<file path="config.mk">
export PLATFORM = sky130hd
export DESIGN_NAME = fifo_fwft_flat
export DESIGN_NICKNAME = d
export VERILOG_FILES = /design/src/rtl/fifo_fwft_pkg.sv /design/src/rtl/fifo_fwft_if.sv /design/src/rtl/fifo_fwft_dp_bram.sv /design/src/rtl/fifo_fwft.sv /design/src/flat_wrapper.sv
export SDC_FILE = /design/constraint.sdc
export NUM_CORES = 2
export LEC_CHECK = 0
export ABC_AREA = 1
export CORE_UTILIZATION = 55
export CTS_BUF_LIST = sky130_fd_sc_hd__clkbuf_16
export CTS_CLUSTER_DIAMETER = 30
export CTS_CLUSTER_SIZE = 25
export DETAILED_ROUTE_END_ITERATION = 8
export GPL_ROUTABILITY_DRIVEN = 0
export HOLD_SLACK_MARGIN = 0.08
export PLACE_DENSITY_LB_ADDON = 0.25
export SLEW_MARGIN = 25
export SYNTH_ARGS = -nofsm -noshare
export SYNTH_HDL_FRONTEND = slang
export SYNTH_HIERARCHICAL = 1
export SYNTH_SLANG_ARGS = --single-unit
export TNS_END_PERCENT = 100
</file>
<file path="constraint.sdc">
create_clock -name clk -period 3.6 [get_ports clk]
set_input_delay 0.72 -clock clk [delete_from_list [all_inputs] [get_ports clk]]
set_output_delay 0.72 -clock clk [all_outputs]
set_load 0.02 [all_outputs]
</file>
<file path="src/rtl/fifo_fwft_pkg.sv">
// Shared types and helpers for the first-word-fall-through FIFO.
// Latency: n/a (types and constant functions only).
// Backpressure: n/a.
package fifo_pkg;

    // Output-register status: empty and idle, read in flight toward an
    // empty output register, or head entry valid.
    typedef enum logic [1:0] {
        IDLE  = 2'd0,
        FETCH = 2'd1,
        VALID = 2'd2
    } fifo_state_t;

    // Bits needed to hold 0..n inclusive (occupancy counter width).
    function automatic int clog2_p1(input int n);
        return $clog2(n + 1);
    endfunction

endpackage

</file>
<file path="src/rtl/fifo_fwft_if.sv">
// Producer/consumer bundle for fifo_fwft: push side, pop side, control and status.
// Latency: n/a (wires only).
// Backpressure: full/empty plus sticky overflow/underflow reported to the master.
interface fifo_fwft_if
    import fifo_pkg::*;
#(
    parameter int WIDTH = 8,
    parameter int DEPTH = 512
);
    localparam int CNTW = clog2_p1(DEPTH);

    logic             flush;
    logic             push_back;
    logic [WIDTH-1:0] data_in;
    logic             pop_front;
    logic             clr_err;
    logic [WIDTH-1:0] data_out;
    logic             empty;
    logic             full;
    logic             almost_empty;
    logic             almost_full;
    logic [CNTW-1:0]  count;
    logic             overflow;
    logic             underflow;

    modport master (
        output flush, push_back, data_in, pop_front, clr_err,
        input  data_out, empty, full, almost_empty, almost_full, count,
               overflow, underflow
    );

    modport slave (
        input  flush, push_back, data_in, pop_front, clr_err,
        output data_out, empty, full, almost_empty, almost_full, count,
               overflow, underflow
    );

endinterface

</file>
<file path="src/rtl/fifo_fwft_dp_bram.sv">
// Simple dual-port RAM: one write port, one registered read port with enable.
// Latency: read data appears one edge after i_re.
// Backpressure: none; caller owns address validity.
module dp_bram_gen #(
    parameter int WIDTH = 8,
    parameter int DEPTH = 512,
    localparam int ADDRW = $clog2(DEPTH)
) (
    input  logic             clk,
    input  logic             i_we,
    input  logic [ADDRW-1:0] i_waddr,
    input  logic [WIDTH-1:0] i_wdat,
    input  logic             i_re,
    input  logic [ADDRW-1:0] i_raddr,
    output logic [WIDTH-1:0] o_rdat
);
    logic [WIDTH-1:0] r_mem [DEPTH];
    logic [WIDTH-1:0] r_rdat;

    // Write port.
    always_ff @(posedge clk) begin
        if (i_we) r_mem[i_waddr] <= i_wdat;
    end

    // Registered read port; holds its value when not enabled.
    always_ff @(posedge clk) begin
        if (i_re) r_rdat <= r_mem[i_raddr];
    end

    assign o_rdat = r_rdat;

endmodule

</file>
<file path="src/rtl/fifo_fwft.sv">
// FWFT FIFO: RAM-backed queue with prefetched head register plus one skid entry.
// Latency: push into empty -> head visible after 2 edges; pop advances head on the same edge.
// Backpressure: push while full dropped (sticky overflow), pop while empty ignored (sticky underflow).
module fifo_fwft
    import fifo_pkg::*;
#(
    parameter int WIDTH      = 8,
    parameter int DEPTH      = 512,
    parameter int AFULL_LVL  = DEPTH - 4,
    parameter int AEMPTY_LVL = 4
) (
    input  logic       clk,
    input  logic       rst,
    fifo_fwft_if.slave bus
);
    localparam int ADDRW = $clog2(DEPTH);
    localparam int CNTW  = clog2_p1(DEPTH);
    localparam logic [ADDRW:0]  PTR_ONE = (ADDRW+1)'(1);
    localparam logic [CNTW-1:0] CNT_ONE = CNTW'(1);

    fifo_state_t      r_state, w_state_nxt;
    logic [ADDRW:0]   r_wr_ptr, r_rd_ptr;   // extra MSB distinguishes full RAM from empty
    logic [CNTW-1:0]  r_count;
    logic [WIDTH-1:0] r_out_dat, r_skid_dat;
    logic             r_skid_vld, r_rd_inflight;
    logic             r_overflow, r_underflow;

    logic             w_out_vld, w_full, w_push_acc, w_pop_acc, w_rd_issue, w_out_take;
    logic [ADDRW:0]   w_ram_cnt;
    logic [1:0]       w_stage_after;
    logic [WIDTH-1:0] w_ram_rdat;

    assign w_out_vld  = (r_state == VALID);
    assign w_full     = (r_count == CNTW'(DEPTH));
    assign w_push_acc = bus.push_back && !w_full && !bus.flush;
    assign w_pop_acc  = bus.pop_front && w_out_vld && !bus.flush;
    assign w_out_take = w_pop_acc || !w_out_vld;

    // Entries still sitting in RAM (written on an earlier edge, not yet read).
    assign w_ram_cnt = r_wr_ptr - r_rd_ptr;

    // Entries in output reg + skid + in-flight read once this cycle's pop leaves.
    // Capping this at 2 means an arriving read always has a free slot.
    assign w_stage_after = {1'b0, w_out_vld} + {1'b0, r_skid_vld}
                         + {1'b0, r_rd_inflight} - {1'b0, w_pop_acc};
    assign w_rd_issue = !bus.flush && (w_ram_cnt != '0) && (w_stage_after < 2'd2);

    dp_bram_gen #(.WIDTH(WIDTH), .DEPTH(DEPTH)) u_ram (
        .clk     (clk),
        .i_we    (w_push_acc),
        .i_waddr (r_wr_ptr[ADDRW-1:0]),
        .i_wdat  (bus.data_in),
        .i_re    (w_rd_issue),
        .i_raddr (r_rd_ptr[ADDRW-1:0]),
        .o_rdat  (w_ram_rdat)
    );

    // Output-register state register.
    always_ff @(posedge clk or posedge rst) begin
        if (rst) r_state <= IDLE;
        else     r_state <= w_state_nxt;
    end

    // Next state: FETCH always lands next edge; VALID drops only when nothing is queued behind.
    always_comb begin
        w_state_nxt = r_state;
        if (bus.flush) begin
            w_state_nxt = IDLE;
        end else begin
            case (r_state)
                IDLE:    if (w_rd_issue) w_state_nxt = FETCH;
                FETCH:   w_state_nxt = VALID;
                VALID:   if (w_pop_acc && !r_skid_vld && !r_rd_inflight)
                             w_state_nxt = w_rd_issue ? FETCH : IDLE;
                default: w_state_nxt = IDLE;
            endcase
        end
    end

    // Head/skid datapath: refill the head from skid first, then from the arriving read.
    always_ff @(posedge clk or posedge rst) begin
        if (rst) begin
            r_out_dat     <= '0;
            r_skid_dat    <= '0;
            r_skid_vld    <= 1'b0;
            r_rd_inflight <= 1'b0;
        end else if (bus.flush) begin
            r_out_dat     <= '0;
            r_skid_dat    <= '0;
            r_skid_vld    <= 1'b0;
            r_rd_inflight <= 1'b0;
        end else begin
            r_rd_inflight <= w_rd_issue;
            if (w_out_take) begin
                if (r_skid_vld) begin
                    r_out_dat  <= r_skid_dat;
                    r_skid_dat <= w_ram_rdat;
                    r_skid_vld <= r_rd_inflight;
                end else if (r_rd_inflight) begin
                    r_out_dat <= w_ram_rdat;
                end
            end else if (r_rd_inflight) begin
                r_skid_dat <= w_ram_rdat;
                r_skid_vld <= 1'b1;
            end
        end
    end

    // Pointers and occupancy count (count covers RAM, in-flight, skid and head).
    always_ff @(posedge clk or posedge rst) begin
        if (rst) begin
            r_wr_ptr <= '0;
            r_rd_ptr <= '0;
            r_count  <= '0;
        end else if (bus.flush) begin
            r_wr_ptr <= '0;
            r_rd_ptr <= '0;
            r_count  <= '0;
        end else begin
            if (w_push_acc) r_wr_ptr <= r_wr_ptr + PTR_ONE;
            if (w_rd_issue) r_rd_ptr <= r_rd_ptr + PTR_ONE;
            if (w_push_acc && !w_pop_acc)      r_count <= r_count + CNT_ONE;
            else if (w_pop_acc && !w_push_acc) r_count <= r_count - CNT_ONE;
        end
    end

    // Sticky error flags: a new error wins over clr_err; flush leaves them alone.
    always_ff @(posedge clk or posedge rst) begin
        if (rst) begin
            r_overflow  <= 1'b0;
            r_underflow <= 1'b0;
        end else begin
            if (!bus.flush && bus.push_back && w_full)     r_overflow <= 1'b1;
            else if (bus.clr_err)                          r_overflow <= 1'b0;
            if (!bus.flush && bus.pop_front && !w_out_vld) r_underflow <= 1'b1;
            else if (bus.clr_err)                          r_underflow <= 1'b0;
        end
    end

    assign bus.data_out     = r_out_dat;
    assign bus.empty        = !w_out_vld;
    assign bus.full         = w_full;
    assign bus.almost_empty = (r_count <= CNTW'(AEMPTY_LVL));
    assign bus.almost_full  = (r_count >= CNTW'(AFULL_LVL));
    assign bus.count        = r_count;
    assign bus.overflow     = r_overflow;
    assign bus.underflow    = r_underflow;

endmodule

</file>
<file path="src/flat_wrapper.sv">
// flat-port wrapper written by rule: the top's interface ports become plain ports
module fifo_fwft_flat import fifo_pkg::*;
#(
    parameter int WIDTH      = 8,
    parameter int DEPTH      = 512,
    parameter int AFULL_LVL  = DEPTH - 4,
    parameter int AEMPTY_LVL = 4
)
  (clk, rst, bus_flush, bus_push_back, bus_data_in, bus_pop_front, bus_clr_err, bus_data_out, bus_empty, bus_full, bus_almost_empty, bus_almost_full, bus_count, bus_overflow, bus_underflow);
  fifo_fwft_if #(.WIDTH(WIDTH), .DEPTH(DEPTH)) bus_i ();
  input  logic clk;
  input  logic rst;
  input wire logic [$bits(bus_i.flush)-1:0] bus_flush;
  input wire logic [$bits(bus_i.push_back)-1:0] bus_push_back;
  input wire logic [$bits(bus_i.data_in)-1:0] bus_data_in;
  input wire logic [$bits(bus_i.pop_front)-1:0] bus_pop_front;
  input wire logic [$bits(bus_i.clr_err)-1:0] bus_clr_err;
  output wire logic [$bits(bus_i.data_out)-1:0] bus_data_out;
  output wire logic [$bits(bus_i.empty)-1:0] bus_empty;
  output wire logic [$bits(bus_i.full)-1:0] bus_full;
  output wire logic [$bits(bus_i.almost_empty)-1:0] bus_almost_empty;
  output wire logic [$bits(bus_i.almost_full)-1:0] bus_almost_full;
  output wire logic [$bits(bus_i.count)-1:0] bus_count;
  output wire logic [$bits(bus_i.overflow)-1:0] bus_overflow;
  output wire logic [$bits(bus_i.underflow)-1:0] bus_underflow;
  assign bus_i.flush = bus_flush;
  assign bus_i.push_back = bus_push_back;
  assign bus_i.data_in = bus_data_in;
  assign bus_i.pop_front = bus_pop_front;
  assign bus_i.clr_err = bus_clr_err;
  assign bus_data_out = bus_i.data_out;
  assign bus_empty = bus_i.empty;
  assign bus_full = bus_i.full;
  assign bus_almost_empty = bus_i.almost_empty;
  assign bus_almost_full = bus_i.almost_full;
  assign bus_count = bus_i.count;
  assign bus_overflow = bus_i.overflow;
  assign bus_underflow = bus_i.underflow;
  fifo_fwft #(.WIDTH(WIDTH), .DEPTH(DEPTH), .AFULL_LVL(AFULL_LVL), .AEMPTY_LVL(AEMPTY_LVL)) u_core (.clk(clk), .rst(rst), .bus(bus_i));
endmodule
</file>
==> flow_metrics.tcl <==
set metrics [dict create \
    async_reset_ff_share_pct 1.25 \
    ff2ff_path_depth 11 \
    synthSimpleGateAreaFrac_pct 23.0 \
    initial_core_util_pct 55.5 \
    synth.cell_area_um2 170000 \
    synth-compound-area-share_pct 0.223 \
    final.setup.tns_ns 0 \
    drt_iter0_drc 16033 \
    numCtsBuffers 675 \
    tightest_slew_ns 1.10 \
    fin_skew_ns 0.0430 \
    vdd_drop_max_uv 518 \
    hold_ws_ns 0.164 \
    cts_tree "built" \
    nNetsFinal 15150 \
    yosys.area_share.adder_pct 0.166 \
    avgSynthCellArea_um2 11.8 \
    slew_headroom_pct 26.4 \
    period_share_pct 95.6 \
    synth_xor_area_share_pct 0.0822 \
    r2r_setup_slack_ns 0.18 \
    hold_depth 1 \
    postRouteAntennaNets 0 \
    synthMuxAreaShare_pct 0 \
    grt_pass1_wl_mm 702 \
    status "finished clean" \
    timing.rr.end "u_core/u_ram/o_rdat[7]$_DFFE_PP_" \
    final_cells 19798 \
    ys_ff_latch 4156 \
    antenna_found_initial 11 \
    grt_usage_pct 30.1 \
    setup_viol 0 \
    vias 117185 \
    p_per_area_nw_per_um2 722 \
    routed_via_density 5.92 \
    cp-start-kind "register" \
    synthCells 14390 \
    synth_edf_count 4104 \
    root_buffer "clkbuf_16" \
    drcViolationCount 0 \
    die_y_um 559 \
    ctsResizeCount 0 \
    coreArea_um2 307000 \
    layout_min_cycle_time_ns 3.44 \
    die_x_um 559 \
    r2r_start "u_core/r_rd_ptr[1]$_DFFE_PP0P_" \
    dp.cells 18535 \
    synthFlopType "edfxtp_1" \
    first_pass_iters 9 \
    seq_area_frac_synth_pct 73.1 \
    layout-drive-gt1-share_pct 13.8 \
    overflow 0 \
    dp_hpwl_mm 275 \
    die_area_um2 312000 \
    num_rows 203 \
    synth.yosys.warnings 6 \
    wl_per_cell_um 24.0 \
    max_cap_violations 0 \
    area_growth_syn_to_layout_pct 19.6 \
    post-cts-setup-buffers 0 \
    grt_pass1_vias 113400 \
    hold_viol_final 0 \
    cts.sinks 4156 \
    worstPathRequired_ns 2.88 \
    numPortBuffers 37 \
    clock_latency_ns 1.03 \
    power_w 0.147 \
    rsz0062_at_grt "no" \
    end_kind "primary output" \
    drt_wl_total_mm 475 \
    cts_buffer_depth 4 \
    yosysUniqueCellTypes 44 \
    synth_fp_nets 14426 \
    hold_end "u_core/u_ram/r_mem[415][7]$_DFFE_PP_" \
    max_freq_ghz 0.291 \
    final_core_util_pct 66.3 \
    clkTransAtPathRegs_ns 0.05 \
    synth_top_family_by_area "simple AND/OR/NAND/NOR gates" \
    hold_class "primary input to register" \
    cp.arrival_ns 2.72 \
    path_max_fanout 6 \
    h-tree-depth 6 \
    slew_viol_final 0 \
    ios 38 \
    critical_path_class "register to primary output" \
    grt_max_degree 156 \
    hp-start "bus_data_in[7]" \
    p_leak_nw 74.2 \
]
==> how the worst max path moves through the flow <==
stage                                                       to                       startpoint  slack (ns)  depth (start not counted)
after floorplan               u_core/u_ram/o_rdat[0]$_DFFE_PP_                    bus_pop_front        0.94                         13
after global placement    u_core/u_ram/r_mem[415][5]$_DFFE_PP_                    bus_push_back        0.12                         12
after detailed placement  u_core/u_ram/r_mem[214][4]$_DFFE_PP_                    bus_push_back        0.12                         12
after CTS                                             bus_full  u_core/bus.count[2]$_DFFE_PP0P_        0.09                          5
after global routing                                  bus_full  u_core/bus.count[2]$_DFFE_PP0P_       0.009                          5
final                                                 bus_full  u_core/bus.count[2]$_DFFE_PP0P_        0.16                          5
==> flip-flops by register name (all words and copies together) (netlist names) <==
register and flops:
u_core/r_skid_vld 1, u_core/bus.overflow 1, u_core/r_rd_inflight 1, u_core/r_rd_ptr 10
u_core/u_ram/o_rdat 8, u_core/bus.underflow 1, u_core/u_ram/r_mem 4096, u_core/r_state 2
u_core/r_wr_ptr 10, u_core/bus.data_out 8, u_core/r_skid_dat 8, u_core/bus.count 10
==> metal layers <==
metal,track usage [%],share of wire [%],up-vias
met1,40.6,38,56401
li1,-,-,52811
met2,47.3,46,6826
met5,0,0.0093,-
met3,6.32,11,1141
met4,13.8,4.7,6
==> synthesized netlist by cell type, types with 15 or more instances <==
library cell  instances  area share, %
dfrtp_1              52           0.76
edfxtp_1           4104             72
buf_4               123           0.54
buf_1                83           0.18
buf_6                73           0.48
nor2_1              558            1.2
buf_2               522            1.5
nand3_1            4133             12
o21ai_0              22          0.065
clkbuf_1            188           0.41
inv_1               113           0.25
nor3_1               17          0.050
a21oi_1              15          0.044
nand2_1            4282            9.4
ha_1                 21           0.15
==> final cells by class <==
class / count / area, um^2
Clock buffer: 680 / 17000
Sequential cell: 4156 / 125000
Antenna cell: 5 / 12.5
Timing Repair Buffer: 1041 / 9970
Inverter: 121 / 510
Fill cell: 21171 / 103000
Multi-Input combinational cell: 9119 / 40000
Clock inverter: 576 / 6460
Tap cell: 4100 / 5130
==> placed cells by master (no fill, tap or decap), types with 3 or more instances in the layout <==
cell type / netlist / layout
ha_1: 21 / 21
nand2_4: 0 / 15
o21ai_1: 5 / 5
inv_1: 113 / 171
clkinv_4: 0 / 48
nand2_1: 4282 / 4266
clkinv_8: 0 / 16
inv_6: 0 / 59
clkinv_2: 0 / 103
clkinvlp_4: 0 / 64
a31oi_1: 8 / 8
dfrtp_1: 52 / 45
inv_8: 0 / 17
nor2_2: 1 / 3
inv_16: 0 / 14
edfxtp_1: 4104 / 4104
clkbuf_16: 0 / 680
clkinv_1: 0 / 90
buf_8: 4 / 8
nor3_1: 17 / 17
diode_2: 0 / 5
nand3_1: 4133 / 4133
nor2_1: 558 / 556
xnor2_1: 5 / 5
nand2_2: 2 / 3
a21oi_1: 15 / 15
inv_2: 6 / 4
nor4_1: 4 / 4
buf_4: 123 / 841
clkdlybuf4s50_1: 0 / 29
dfrtp_4: 0 / 6
xor2_1: 11 / 11
clkinv_16: 0 / 18
nand3b_1: 3 / 3
o21ai_0: 22 / 22
nand4_1: 13 / 13
buf_12: 1 / 161
bufinv_16: 0 / 92
==> stage by stage <==
step           setup WS [ns]  instance area [um^2]
2_1_floorplan          0.938                170000
3_3_place_gp           0.115                180000
3_5_place_dp           0.124                180000
4_1_cts               0.0871                204000
5_1_grt              0.00862                204000
6_report               0.158                204000
==> worst max-delay path: stages, from the launching register on <==
cell and delay (ns):
dfrtp_1 0.45, or2_1 0.26, nor3_2 0.17, nand3_2 0.13
inv_1 0.10, clkdlybuf4s50_1 0.60
==> power by group <==
group / total [W] / switching [W] / leakage [nW] / internal, W
Combinational: 0.0281 / 0.0198 / 25.1 / 0.00832
Sequential: 0.0537 / 0.000309 / 37.5 / 0.0534
Clock: 0.0653 / 0.0237 / 11.5 / 0.0416
Total: 0.147 / 0.0439 / 74.2 / 0.103
==> cell families after synthesis <==
group	after synthesis
flops	4156
buf+inv	1115
fa+ha+maj	22
simple gates	9018
compound gates	63
xor+xnor	16
==> repair_timing <==
action,CTS,global route
setup endpoints to repair,0,0
hold endpoints to repair,16,0
hold buffers,2,0
No activity file was read; power rests on OpenSTA's default activity.
